===== src/rtl/vga_timing_pkg.sv =====
// Shared 640x480@60 raster definitions: timing constants, colour type and the
// {y,x} pixel address layout used by the GPUs, the container switcher and the scan timer.
package vga_timing_pkg;

  localparam int VGA_CLK_DIV  = 2;
  localparam int VGA_H_ACTIVE = 640;
  localparam int VGA_H_FP     = 16;
  localparam int VGA_H_SYNC   = 96;
  localparam int VGA_H_BP     = 48;
  localparam int VGA_V_ACTIVE = 480;
  localparam int VGA_V_FP     = 10;
  localparam int VGA_V_SYNC   = 2;
  localparam int VGA_V_BP     = 33;

  localparam int VGA_H_TOTAL  = VGA_H_ACTIVE + VGA_H_FP + VGA_H_SYNC + VGA_H_BP;
  localparam int VGA_V_TOTAL  = VGA_V_ACTIVE + VGA_V_FP + VGA_V_SYNC + VGA_V_BP;

  localparam int CNT_W  = 11;
  localparam int ADDR_W = 2 * CNT_W;

  typedef logic [2:0] rgb_t;

  typedef struct packed {
    logic [CNT_W-1:0] y;
    logic [CNT_W-1:0] x;
  } pix_addr_t;

  function automatic pix_addr_t make_addr(input logic [CNT_W-1:0] y,
                                          input logic [CNT_W-1:0] x);
    pix_addr_t a;
    a.y = y;
    a.x = x;
    return a;
  endfunction

  function automatic logic in_window(input logic [CNT_W-1:0] c,
                                     input logic [CNT_W-1:0] lo,
                                     input logic [CNT_W-1:0] hi);
    return (c >= lo) && (c <= hi);
  endfunction

endpackage


===== src/rtl/pixel_tick_gen.sv =====
// Pixel-clock enable: divides sysclk by CLK_DIV and raises tick_o on the last
// sysclk cycle of every pixel period.
module pixel_tick_gen #(
  parameter int CLK_DIV = 2
) (
  input  logic clk_i,
  input  logic rst_ni,
  output logic tick_o
);

  localparam int DIV_W = (CLK_DIV > 1) ? $clog2(CLK_DIV) : 1;
  localparam logic [DIV_W-1:0] DIV_MAX = DIV_W'(CLK_DIV - 1);

  logic [DIV_W-1:0] div_q;
  logic [DIV_W-1:0] div_d;

  always_comb begin
    tick_o = (div_q == DIV_MAX);
    div_d  = tick_o ? '0 : div_q + 1'b1;
  end

  always_ff @(posedge clk_i or negedge rst_ni) begin
    if (!rst_ni) begin
      div_q <= '0;
    end else begin
      div_q <= div_d;
    end
  end

endmodule


===== src/rtl/vga_scan_timer.sv =====
// VGA raster timer: walks the {y,x} raster, presents the address to the colour
// path and registers colour plus negative-polarity sync one pixel later.
module vga_scan_timer
  import vga_timing_pkg::*;
#(
  parameter int CLK_DIV  = VGA_CLK_DIV,
  parameter int H_ACTIVE = VGA_H_ACTIVE,
  parameter int H_FP     = VGA_H_FP,
  parameter int H_SYNC   = VGA_H_SYNC,
  parameter int H_BP     = VGA_H_BP,
  parameter int V_ACTIVE = VGA_V_ACTIVE,
  parameter int V_FP     = VGA_V_FP,
  parameter int V_SYNC   = VGA_V_SYNC,
  parameter int V_BP     = VGA_V_BP
) (
  input  logic        sysclk,
  input  logic        rst,
  input  logic [2:0]  pixel_data,
  output logic [21:0] pixel_addr,
  output logic        pixel_valid,
  output logic        frame_start,
  output logic        VGA_R,
  output logic        VGA_G,
  output logic        VGA_B,
  output logic        VGA_HS,
  output logic        VGA_VS
);

  localparam int H_TOTAL = H_ACTIVE + H_FP + H_SYNC + H_BP;
  localparam int V_TOTAL = V_ACTIVE + V_FP + V_SYNC + V_BP;

  if (H_TOTAL > 2048 || V_TOTAL > 2048) begin : g_size_check
    $error("vga_scan_timer: H_TOTAL/V_TOTAL exceed the 11-bit raster counters");
  end

  localparam logic [CNT_W-1:0] H_LAST = CNT_W'(H_TOTAL - 1);
  localparam logic [CNT_W-1:0] V_LAST = CNT_W'(V_TOTAL - 1);
  localparam logic [CNT_W-1:0] H_ACT  = CNT_W'(H_ACTIVE);
  localparam logic [CNT_W-1:0] V_ACT  = CNT_W'(V_ACTIVE);
  localparam logic [CNT_W-1:0] HS_LO  = CNT_W'(H_ACTIVE + H_FP);
  localparam logic [CNT_W-1:0] HS_HI  = CNT_W'(H_ACTIVE + H_FP + H_SYNC - 1);
  localparam logic [CNT_W-1:0] VS_LO  = CNT_W'(V_ACTIVE + V_FP);
  localparam logic [CNT_W-1:0] VS_HI  = CNT_W'(V_ACTIVE + V_FP + V_SYNC - 1);

  logic             tick;
  logic             line_end;
  logic             frame_end;
  logic [CNT_W-1:0] h_q, h_d;
  logic [CNT_W-1:0] v_q, v_d;
  logic             valid_q, valid_d;
  logic             fs_q, fs_d;
  rgb_t             rgb_q, rgb_d;
  logic             hs_q, hs_d;
  logic             vs_q, vs_d;

  pixel_tick_gen #(
    .CLK_DIV (CLK_DIV)
  ) u_tick (
    .clk_i  (sysclk),
    .rst_ni (rst),
    .tick_o (tick)
  );

  always_comb begin
    h_d       = h_q;
    v_d       = v_q;
    fs_d      = 1'b0;
    rgb_d     = rgb_q;
    hs_d      = hs_q;
    vs_d      = vs_q;
    line_end  = (h_q == H_LAST);
    frame_end = line_end && (v_q == V_LAST);

    if (tick) begin
      h_d = line_end ? '0 : h_q + 1'b1;
      if (line_end) begin
        v_d = frame_end ? '0 : v_q + 1'b1;
      end
      fs_d  = frame_end;
      // Output stage samples the address currently on the bus, so pins lag it by one pixel.
      rgb_d = valid_q ? rgb_t'(pixel_data) : '0;
      hs_d  = ~in_window(h_q, HS_LO, HS_HI);
      vs_d  = ~in_window(v_q, VS_LO, VS_HI);
    end

    // Registered from the next counter value so pixel_valid always matches pixel_addr.
    valid_d = (h_d < H_ACT) && (v_d < V_ACT);
  end

  always_ff @(posedge sysclk or negedge rst) begin
    if (!rst) begin
      h_q     <= '0;
      v_q     <= '0;
      valid_q <= 1'b0;
      fs_q    <= 1'b0;
      rgb_q   <= '0;
      hs_q    <= 1'b1;
      vs_q    <= 1'b1;
    end else begin
      h_q     <= h_d;
      v_q     <= v_d;
      valid_q <= valid_d;
      fs_q    <= fs_d;
      rgb_q   <= rgb_d;
      hs_q    <= hs_d;
      vs_q    <= vs_d;
    end
  end

  assign pixel_addr  = make_addr(v_q, h_q);
  assign pixel_valid = valid_q;
  assign frame_start = fs_q;
  assign VGA_R       = rgb_q[2];
  assign VGA_G       = rgb_q[1];
  assign VGA_B       = rgb_q[0];
  assign VGA_HS      = hs_q;
  assign VGA_VS      = vs_q;

endmodule


===== config.mk =====
export PLATFORM = sky130hd
export DESIGN_NAME = vga_scan_timer
export DESIGN_NICKNAME = d
export VERILOG_FILES = /design/src/rtl/vga_timing_pkg.sv /design/src/rtl/pixel_tick_gen.sv /design/src/rtl/vga_scan_timer.sv
export SDC_FILE = /design/constraint.sdc
export NUM_CORES = 1
export LEC_CHECK = 0
export BUFFER_PORTS_ARGS = -buffer_cell sky130_fd_sc_hd__buf_2
export CAP_MARGIN = 20
export CORE_MARGIN = 8
export CORE_UTILIZATION = 52
export CTS_BUF_LIST = sky130_fd_sc_hd__clkbuf_16
export DETAILED_ROUTE_END_ITERATION = 10
export GPL_ROUTABILITY_DRIVEN = 1
export PLACE_DENSITY_LB_ADDON = 0.25
export SYNTH_ARGS = -nofsm -noshare
export SYNTH_HDL_FRONTEND = slang
export SYNTH_SLANG_ARGS = --single-unit
export TNS_END_PERCENT = 5

===== constraint.sdc =====
create_clock -name sysclk -period 3.1 [get_ports sysclk]
set_input_delay 0.465 -clock sysclk [delete_from_list [all_inputs] [get_ports sysclk]]
set_output_delay 0.465 -clock sysclk [all_outputs]
set_load 0.01 [all_outputs]

==> metrics.yaml <==
postRouteAntennaNets: 0
crit_required_ns: 3.27
core-area_mm2: 0.00278
worstMarginPinSlew_ns: 0.639
start_util: 0.556
clk_path_buf_depth: 2
post_cts_buffers: 0
grt_pass1_vias: 1310
synth_area_mm2: 0.00155
max_cap_viol_count: 0
clk_latency_ns: 0.28
grtUsageMet1: 0.169
cts_tree: "yes"
min_period_ns: 2.68
final_nets: 203
grt_max_degree: 31
setup_viol: 0
crit_chain: "or4_4 > or4_4 > a211o_1 > a311o_1 > a2111oi_2"
clk_pin_slew_ns: 0.05
fin_crit_sh: 0.864
busiest_layer: "met2"
power_density_mw_per_mm2: 458
layout_common_cells: "buf_2 (33), dfrtp_1 (28), nand2_1 (17)"
crit_path_frequent_cell: "or4_4"
setup-tns-final_ns: 0
p_leak_nw: 0.919
crit_family: "simple AND/OR/NAND/NOR gates"
yosys.cell_types.count: 38
synth.avg_cell_area_um2: 9.85
final_layout_size_suffix_gt1_frac: 0.233
rsz0062_at_grt: "false"
htreeDepth: 2
clockRootBuffer: "clkbuf_16"
drc: 0
synthFlopType: "dfrtp_1"
status: "complete, no violations"
hold_class: "input pin to async pin"
synthArstFlopShare: 1.00
track_usage: 0.148
layout_commonest_cell: "buf_2"
syn_to_final_growth_pct: 20.1
ys_warn_count: 0
num_antenna_cells: 0
netlist_instances: 157
rows: 19
wl_mm: 3.56
cp_slowest_cell: "or4_4"
critPathLaunchType: "flop"
slew_headroom: 0.574
holdWs_ns: 0.214
crit_arrival_ns: 2.85
hold_violations: 0
die_area_mm2: 0.00498
synth_fp_nets: 167
synth_seq_cells: 30
clock_sink_count: 30
place_hpwl_mm: 2.58
numCtsBuffers: 5
post_cts_resize_count: 0
dr.pass1.iters: 4
yosysSeqAreaShare: 0.487
grt_first_pass_wirelength_mm: 6.02
met2_usage: 0.240
synth_edf_count: 0
ir_drop_mv: 0.477
crit_fanout: 18
grt_overflow: 0
ioPinCount: 34
routed_via_density: 5.77
cts_hold_buf: 0
vias: 1292
gp_congestion: 0.812
fmax_mhz: 374
fp.dieH_um: 70.5
antenna_found_initial: 0
grt_use_met3: 0.0614
critPathMaxStageDelay_ns: 0.61
path_buf_inv: 0
io_buffers: 33
report.final.slew_viol_count: 0
setup.worst_path.end_class: "flop"
wl_per_cell_um: 15.9
drtIter0Drc: 114
die_w_um: 70.5
worstSetupPathType: "flop to flop"
skew_ns: 0.0111
-- synthesized netlist by cell type (all sizes together), types with 4 or more instances --
library cell | count | area share
dfrtp | 28 | 0.45
nand2 | 17 | 0.041
inv | 11 | 0.027
nand3 | 11 | 0.036
o21ai | 10 | 0.032
nor3 | 8 | 0.026
nand4 | 6 | 0.024
xor2 | 6 | 0.034
ha | 5 | 0.040
nor2 | 5 | 0.012
nand2b | 4 | 0.016
xnor2 | 4 | 0.023
-- power breakdown --
group,switching [W],internal (W)
Sequential,0.000000996,0.000395
Combinational,0.0000106,0.00000441
Clock,0.000155,0.000285
-- cells by family (layout without fill, tap and decap cells) --
group,Yosys count,in the layout,synth area share
simple gates,64,64,0.222
compound gates,30,30,0.133
flops,30,30,0.487
buf+inv,16,52,0.0485
xor+xnor,10,10,0.0566
fa+ha+maj,5,5,0.0405
mux,2,2,0.0129
-- sequential cells by signal (all words and copies together), names as in the netlist --
| register | cells |
|---|---|
| h_q | 11 |
| v_q | 11 |
| rgb_q | 3 |
| VGA_HS | 1 |
| VGA_VS | 1 |
| frame_start | 1 |
| pixel_valid | 1 |
| u_tick.tick_o | 1 |
-- final timing paths --
path | startpoint | slack (ns) | cells after the start | end
max reg2reg | h_q[5]$_DFFE_PN0P_ | 0.42 | 5 | pixel_valid$_DFF_PN0_
min in group sysclk | pixel_data[0] | 0.43 | 3 | rgb_q[0]$_DFFE_PN0P_
min reg2reg | VGA_VS$_DFFE_PN1P_ | 0.49 | 2 | VGA_VS$_DFFE_PN1P_
max | h_q[5]$_DFFE_PN0P_ | 0.42 | 5 | pixel_valid$_DFF_PN0_
min | rst | 0.21 | 1 | v_q[10]$_DFF_PN0_
max in group asynchronous | rst | 2.47 | 1 | u_tick.tick_o$_DFF_PN0_
-- routing by layer --
metal	vias to the layer above	wire (um)
li1	638	-
met1	606	1540
met2	41	1720
met3	7	241
met4	0	55
met5	-	0
-- metrics by stage --
step / util / instance area (um^2) / total power [W] / std cells / worst slack, ns
after floorplan: - / 1550 / 0.000405 / 157 / 0.494
after global placement: 0.620 / 1720 / 0.000417 / 217 / 0.496
after detailed placement: 0.620 / 1720 / 0.000418 / 217 / 0.426
after CTS: 0.668 / 1860 / 0.000858 / 224 / 0.420
after global routing: 0.668 / 1860 / 0.000881 / 224 / 0.315
final: 0.668 / 1860 / 0.000851 / 224 / 0.423
-- layout make-up --
class,instances,area [um^2]
inverters,11,41.3
well taps,31,38.8
repair buffers,34,173
clock inverters,2,7.51
fillers,231,925
multi-input cells,111,718
flip-flops and latches,30,753
clock buffers,5,125
No activity file was read; power rests on OpenSTA's default activity.
